**src/rtl/serial_add_pkg.sv**
```systemverilog
// Shared definitions for the serial 3-bit-slice adder controller.
package serial_add_pkg;

    localparam int unsigned SLICE_W = 3;

    typedef enum logic [1:0] {
        IDLE,
        RUN,
        DONE
    } state_t;

    function automatic int unsigned nslice_of(input int unsigned width);
        return width / SLICE_W;
    endfunction

endpackage

```
**src/rtl/add3_slice.sv**
```systemverilog
// 3-bit combinational ripple-carry adder slice.
module add3_slice (
    input  logic [2:0] a,
    input  logic [2:0] b,
    input  logic       ci,
    output logic [2:0] s,
    output logic       co
);

    logic c;

    always_comb begin
        s = '0;
        c = ci;
        for (int unsigned i = 0; i < 3; i++) begin
            s[i] = a[i] ^ b[i] ^ c;
            c    = (a[i] & b[i]) | (c & (a[i] ^ b[i]));
        end
        co = c;
    end

endmodule

```
**src/rtl/serial_add3_ctrl.sv**
```systemverilog
// Sequences one add3_slice over WIDTH-bit operands, LSB slice first, one slice per clock.
module serial_add3_ctrl
    import serial_add_pkg::*;
#(
    parameter int unsigned WIDTH = 12
) (
    input  logic             clk,
    input  logic             rst,
    input  logic             start,
    input  logic [WIDTH-1:0] a,
    input  logic [WIDTH-1:0] b,
    input  logic             cin,
    output logic             busy,
    output logic             done,
    output logic [WIDTH-1:0] sum,
    output logic             cout
);

    localparam int unsigned NSLICE = nslice_of(WIDTH);
    localparam int unsigned IDX_W  = (NSLICE > 1) ? $clog2(NSLICE) : 1;
    localparam logic [IDX_W-1:0] LAST_IDX = IDX_W'(NSLICE - 1);

    if ((WIDTH % SLICE_W) != 0 || WIDTH < SLICE_W) begin : g_bad_width
        $error("serial_add3_ctrl: WIDTH must be a nonzero multiple of 3");
    end

    state_t           state;
    state_t           state_next;
    logic [WIDTH-1:0] op_a;
    logic [WIDTH-1:0] op_b;
    logic [WIDTH-1:0] res;
    logic [WIDTH-1:0] res_next;
    logic             carry;
    logic [IDX_W-1:0] idx;
    logic [2:0]       slice_s;
    logic             slice_co;
    logic             last;

    assign last = (idx == LAST_IDX);

    add3_slice u_slice (
        .a  (op_a[2:0]),
        .b  (op_b[2:0]),
        .ci (carry),
        .s  (slice_s),
        .co (slice_co)
    );

    // Slice sums enter at the top so that after NSLICE steps the LSB slice sits at bit 0.
    if (WIDTH == SLICE_W) begin : g_res_single
        assign res_next = slice_s;
    end else begin : g_res_shift
        assign res_next = {slice_s, res[WIDTH-1:SLICE_W]};
    end

    always_ff @(posedge clk or posedge rst) begin
        if (rst) begin
            state <= IDLE;
        end else begin
            state <= state_next;
        end
    end

    always_comb begin
        state_next = state;
        case (state)
            IDLE:    if (start) state_next = RUN;
            RUN:     if (last) state_next = DONE;
            DONE:    state_next = start ? RUN : IDLE;
            default: state_next = IDLE;
        endcase
    end

    always_comb begin
        busy = 1'b0;
        done = 1'b0;
        case (state)
            RUN:     busy = 1'b1;
            DONE:    done = 1'b1;
            default: ;
        endcase
    end

    always_ff @(posedge clk or posedge rst) begin
        if (rst) begin
            op_a  <= '0;
            op_b  <= '0;
            res   <= '0;
            carry <= 1'b0;
            idx   <= '0;
            sum   <= '0;
            cout  <= 1'b0;
        end else begin
            case (state)
                IDLE, DONE: begin
                    if (start) begin
                        op_a  <= a;
                        op_b  <= b;
                        carry <= cin;
                        idx   <= '0;
                    end
                end
                RUN: begin
                    op_a  <= op_a >> SLICE_W;
                    op_b  <= op_b >> SLICE_W;
                    carry <= slice_co;
                    res   <= res_next;
                    if (last) begin
                        sum  <= res_next;
                        cout <= slice_co;
                    end else begin
                        idx <= idx + 1'b1;
                    end
                end
                default: ;
            endcase
        end
    end

endmodule

```
**config.mk**
```make
export PLATFORM = sky130hd
export DESIGN_NAME = serial_add3_ctrl
export DESIGN_NICKNAME = d
export VERILOG_FILES = /design/src/rtl/serial_add_pkg.sv /design/src/rtl/add3_slice.sv /design/src/rtl/serial_add3_ctrl.sv
export SDC_FILE = /design/constraint.sdc
export NUM_CORES = 1
export LEC_CHECK = 0
export CAP_MARGIN = 20
export CORE_MARGIN = 2
export CORE_UTILIZATION = 46
export DETAILED_ROUTE_END_ITERATION = 10
export GPL_ROUTABILITY_DRIVEN = 0
export GPL_TIMING_DRIVEN = 0
export PLACE_DENSITY = 0.75
export SLEW_MARGIN = 20
export SYNTH_ARGS = -nofsm -noshare
export SYNTH_HDL_FRONTEND = slang
export SYNTH_SLANG_ARGS = --single-unit
```
**constraint.sdc**
```tcl
create_clock -name clk -period 1.8 [get_ports clk]
set_input_delay 0.36 -clock clk [delete_from_list [all_inputs] [get_ports clk]]
set_output_delay 0.36 -clock clk [all_outputs]
set_load 0.02 [all_outputs]
```
Word level (Yosys, flattened, before mapping). Cells that the tools add are included.

Equal/unequal tests: 7. Bitwise operators: 15. Multiplexer cells: 15. Reduce and logical (&&, ||, !) cells: 7. Add/sub/neg operators: 1.

Operators by type and width (number): 12-bit one-hot mux with 2 select lines (2); 12-bit two-way mux (2); 2-bit two-way mux (4); 2-bit != test, second input constant (4); 1-bit bitwise AND (6); 2-bit one-hot mux with 3 select lines (1); 2-bit AND reduction (3); 1-bit bitwise XOR (6); 2-bit equality test, second input constant (2); 1-bit two-way mux (4); 2-bit one-hot mux with 2 select lines (1); 1-bit OR (3); 3-bit AND reduction (1); 2-bit by 1-bit adder with 2-bit output, second input constant (1); 2-bit by 1-bit equality test with 1-bit output, second input constant (1); 2-bit logical NOT (1); 1-bit one-hot mux with 2 select lines (1); 2-bit nonzero test (1); 2-bit OR reduction (1).

Input bits: 28. Register bits: 54. Logic and storage cells: 53. Output and inout bits: 15.

Depth between registers and ports, before layout.
Depth in word-level cells: 8. Depth in mapped cells: 9. Gate-level depth less buffers: 9.

By module. Synthesis repeated with hierarchy kept, for this count alone.

Cell total of the unflattened synthesis: 201. Area, all modules: 2449.8 um^2.

By module, submodules not included: serial_add3_ctrl (times used 1, cells each 188, area an instance 2352.3 um^2, seq. area each 1276.2 um^2); add3_slice (times used 1, cells each 13, area an instance 97.6 um^2, seq. area each 0.0 um^2).

Least setup slack after synthesis. OpenSTA, ideal clock, no wires.

Path type: register to register. Start point: register op_a[0]. End point: register carry. Required time: 1723 ps. Setup slack: 98 ps. Setup time: 77 ps. Buffers on the path: 0. Clock period less this slack: 1702 ps. Arrival time: 1625 ps. Cell stages (with the launch flop): 10. Cells stage by stage: dfrtp_1 > inv_1 > fa_1 > inv_1 > fa_1 > inv_1 > fa_1 > nor2_1 > a21oi_1 > a21oi_1.

Longest elaborated chain between the ends: 8. Elaborated cells on any way between the ends: 9. Classes of those cells: mux (1); bitwise (8).

RTL lines: from (decl) (RTL line serial_add3_ctrl.sv:29) `logic [WIDTH-1:0] op_a;`; from (signal assigned) (RTL line serial_add3_ctrl.sv:104) `op_a <= op_a >> SLICE_W;`; 1-bit bitwise XOR (RTL line add3_slice.sv:17) `c = (a[i] & b[i]) | (c & (a[i] ^ b[i]));`; 1-bit bitwise AND (RTL line add3_slice.sv:17); 1-bit OR (*) (RTL line add3_slice.sv:17); 1-bit bitwise AND (*) (RTL line add3_slice.sv:17); 1-bit OR (*) (RTL line add3_slice.sv:17); 1-bit bitwise AND (*) (RTL line add3_slice.sv:17); 1-bit OR (*) (RTL line add3_slice.sv:17); 1-bit one-hot mux with 2 select lines (*) (RTL line serial_add3_ctrl.sv:94) `case (state)`; to (signal assigned) (RTL line serial_add3_ctrl.sv:99) `carry <= cin;`; to (signal assigned) (RTL line serial_add3_ctrl.sv:106) `carry <= slice_co;`; to (decl) (RTL line serial_add3_ctrl.sv:33) `logic carry;`.

Mark *: on every way between the ends. The rest lies on a longest branch, timed or not. A chain may end at the register's enable or synchronous reset.

Final worst setup path.
Start point: register op_a[0]. End point: register sum[11].

Longest elaborated chain between the ends: 6. Elaborated cells on any way between the ends: 7. Classes of those cells: bitwise (7).

RTL lines: 1-bit bitwise XOR (RTL line add3_slice.sv:17); 1-bit bitwise AND (RTL line add3_slice.sv:17); 1-bit OR (*) (RTL line add3_slice.sv:17); 1-bit bitwise AND (*) (RTL line add3_slice.sv:17); 1-bit OR (*) (RTL line add3_slice.sv:17); 1-bit bitwise XOR (*) (RTL line add3_slice.sv:16) `s[i] = a[i] ^ b[i] ^ c;`; to (signal assigned) (RTL line serial_add3_ctrl.sv:109) `sum <= res_next;`; to (decl) (RTL line serial_add3_ctrl.sv:15) `output logic [WIDTH-1:0] sum,`.

Marked as above.

==> results_dict.tcl <==
set metrics [dict create \
    status "finished, final reports clean" \
    core_um2 4690 \
    die_area_um2 5380 \
    post-synth-top-count-cell "dfrtp_1" \
    die_w_um 73.3 \
    clock-sinks 51 \
    drive_above_1_share_pct 19.4 \
    ys_types 28 \
    synth_edf_count 0 \
    gr-usage-all-layers_pct 17.5 \
    cap_violations 0 \
    power_frac_seq_pct 38.4 \
    dp_hpwl_mm 3.07 \
    relSlewSlack_pct 69.4 \
    clock_skew_ns 0.00683 \
    htreeDepth 2 \
    antenna_found_initial 0 \
    route.detailed.drc 0 \
    synth_area_leaders "dfrtp_1 58%, nand2_1 4.8%, a21oi_1 4.1%" \
    finalMaxSlewViolations 0 \
    io_buffers 42 \
    finalHoldViolCount 0 \
    synthesis.area_um2 2210 \
    internal-power_mw 3.28 \
    r2r-start "op_a[0]$_DFFE_PP0P_" \
    clk_path_buf_depth 2 \
    rows 25 \
    total_power_mw 5.21 \
    ys_ff_latch 51 \
    p_sw_mw 1.93 \
    ant_nets 0 \
    power_density_nw_per_um2 1820 \
    synth.avg_cell_area_um2 11.1 \
    num_vias 1581 \
    nets 284 \
    avgViaCountPerCell 5.15 \
    vdd_ir_drop_max_mv 0.735 \
    drt_iter0_drc 113 \
    grt_pass1_vias 1503 \
    rr_endpoint "sum[11]$_DFFE_PP0P_" \
    area_delta_synth_final_pct 29.6 \
    setup_violations 0 \
    endpoint_kind "flop" \
    worst-setup-path-type "reg -> reg" \
    yosysSeqAreaShare_pct 57.7 \
    period_share_pct 98.0 \
    fin_util_pct 61.1 \
    clkLatencyLatePin_ns 0.31 \
    comb_power_share_pct 45.7 \
    synth_ff_type "dfrtp_1" \
    synth_top_area_share_pct 57.7 \
    reg2regPathDepth 7 \
    drt-pass1-iter-count 4 \
    hold_path.class "in -> async" \
    rsz0062_at_grt "true" \
    antennaDiodeCount 0 \
    fmax_mhz 567 \
    initial_core_util_pct 47.1 \
    synth_fp_nets 231 \
    rrSetupSlack_ns 0.04 \
    swShare_pct 37.1 \
    fillerInstances 414 \
    ios 43 \
    clkPwrFrac_pct 15.8 \
    grt_max_degree 32 \
    syn_inst 199 \
    root_buffer "clkbuf_8" \
    ys_top_cells_by_count "51 x dfrtp_1, 28 x nand2_1, 21 x inv_1" \
    grt_pass1_wl_mm 7.06 \
    wire_per_inst_um 14.0 \
    fin_setup_tns_ns 0 \
    crit_arrival_ns 1.97 \
    cts_made_buffers 5 \
    worstMarginPinSlew_ns 0.458 \
    cts_tree "built" \
    wirelength_mm 4.29 \
    yosysWarnings 0 \
    path_clk_slew_ns 0.09 \
    start_kind "flop" \
    grt-ovfl-total 0 \
    synth_area_leader_cell "dfrtp_1" \
    fp.dieH_um 73.3 \
    leakage_nw 1.37 \
    async_flop_share_pct 100 \
    required_ns 2.00 \
    period_needed_ns 1.76 \
    worstPathMaxFanout 2 \
]
[worst max-delay path: stages, from the launching register on]
cell     delay [ns]
dfrtp_1        0.35
inv_2          0.06
fa_2           0.38
inv_2          0.06
fa_2           0.18
inv_2          0.04
fa_2           0.54
o21ai_1        0.06
[what timing repair did]
action                     CTS  global route
cloned                       0             0
resized for setup           11             9
buffers inserted             1             2
setup endpoints to repair    5             5
pin swaps                    1             5
hold buffers                 0             0
[metal layers]
metal | GRT usage [%] | up-vias | part of all wire [%]
met1 | 23.8 | 754 | 48
met5 | 0 | - | 0
met4 | 4.85 | 0 | 1.1
met3 | 4.80 | 6 | 4.7
li1 | - | 776 | -
met2 | 27.9 | 45 | 46
[power by group through the flow]
stage / clock network, mW / registers [mW] / logic [mW]
floorplan: 0 / 2.10 / 1.42
global placement: 0 / 2.00 / 2.20
detailed placement: 0 / 2.02 / 2.27
CTS: 0.840 / 2.00 / 2.33
global route: 0.892 / 2.06 / 2.65
finish: 0.826 / 2.00 / 2.38
[metrics by stage]
stage,worst slack (ns),cell area (um^2),hold slack (ns),std cells
2_1_floorplan,0.0980,2210,0.446,199
3_3_place_gp,-0.754,2700,0.460,295
3_5_place_dp,-0.0393,2720,0.470,296
4_1_cts,0.00715,2850,0.383,305
5_1_grt,-0.0236,2870,0.412,307
6_report,0.0359,2870,0.375,307
[area by class of cell]
| cell class | count | area [um^2] | area share, % |
|---|---|---|---|
| Buffer | 11 | 72.6 | 2.53 |
| Clock buffer | 6 | 82.6 | 2.88 |
| Clock inverter | 2 | 35.0 | 1.22 |
| Inverter | 22 | 85.1 | 2.97 |
| Multi-Input combinational cell | 115 | 793 | 27.7 |
| Sequential cell | 51 | 1280 | 44.5 |
| Tap cell | 54 | 67.6 | 2.36 |
| Timing Repair Buffer | 46 | 453 | 15.8 |
[logic make-up after synthesis]
| group | after synthesis | share of synthesized area, % |
|---|---|---|
| AO/OA/AOI/OAI | 52 | 14.3 |
| adder cells (fa/ha/maj) | 4 | 3.28 |
| buffers and inverters | 33 | 6.90 |
| flip-flops | 51 | 57.7 |
| multiplexers | 15 | 7.87 |
| AND/OR/NAND/NOR | 44 | 9.90 |
[placed cells by master, fill, tap and decap left out, types with 2 or more instances in the layout]
cell type and count:
dfrtp_1 51, clkdlybuf4s50_1 40, nand2_1 28, a21oi_1 18, inv_1 15, o22ai_1 13
buf_2 8, mux2_2 7, nor2b_1 6, inv_2 6, clkbuf_8 6, buf_4 5
a22o_1 5, o21ai_0 5, mux2i_1 5, nand3_1 4, a211oi_1 4, o21ai_1 3
mux2_4 3, fa_2 3, buf_6 2, o21ai_2 2, nand2b_1 2
[state kept, by name, indices dropped and copies added (netlist names)]
name	flops
op_a	12
op_b	12
sum	12
res	9
idx	2
state	2
carry	1
cout	1
[worst max path at each step]
stage                              start                    to  slack [ns]  cells after the start
floorplan            op_a[0]$_DFFE_PP0P_     carry$_DFFE_PP0P_         0.1                      9
global placement                     rst  op_b[11]$_DFFE_PP0P_       -0.75                      2
detailed placement  state[1]$_DFFE_PP0P_                  busy       -0.04                      4
CTS                 state[1]$_DFFE_PP0P_                  busy       0.007                      4
global route         op_a[0]$_DFFE_PP0P_     carry$_DFFE_PP0P_       -0.02                      9
finish               op_a[0]$_DFFE_PP0P_   sum[11]$_DFFE_PP0P_        0.04                      7
(Power assumes the default switching activity.)
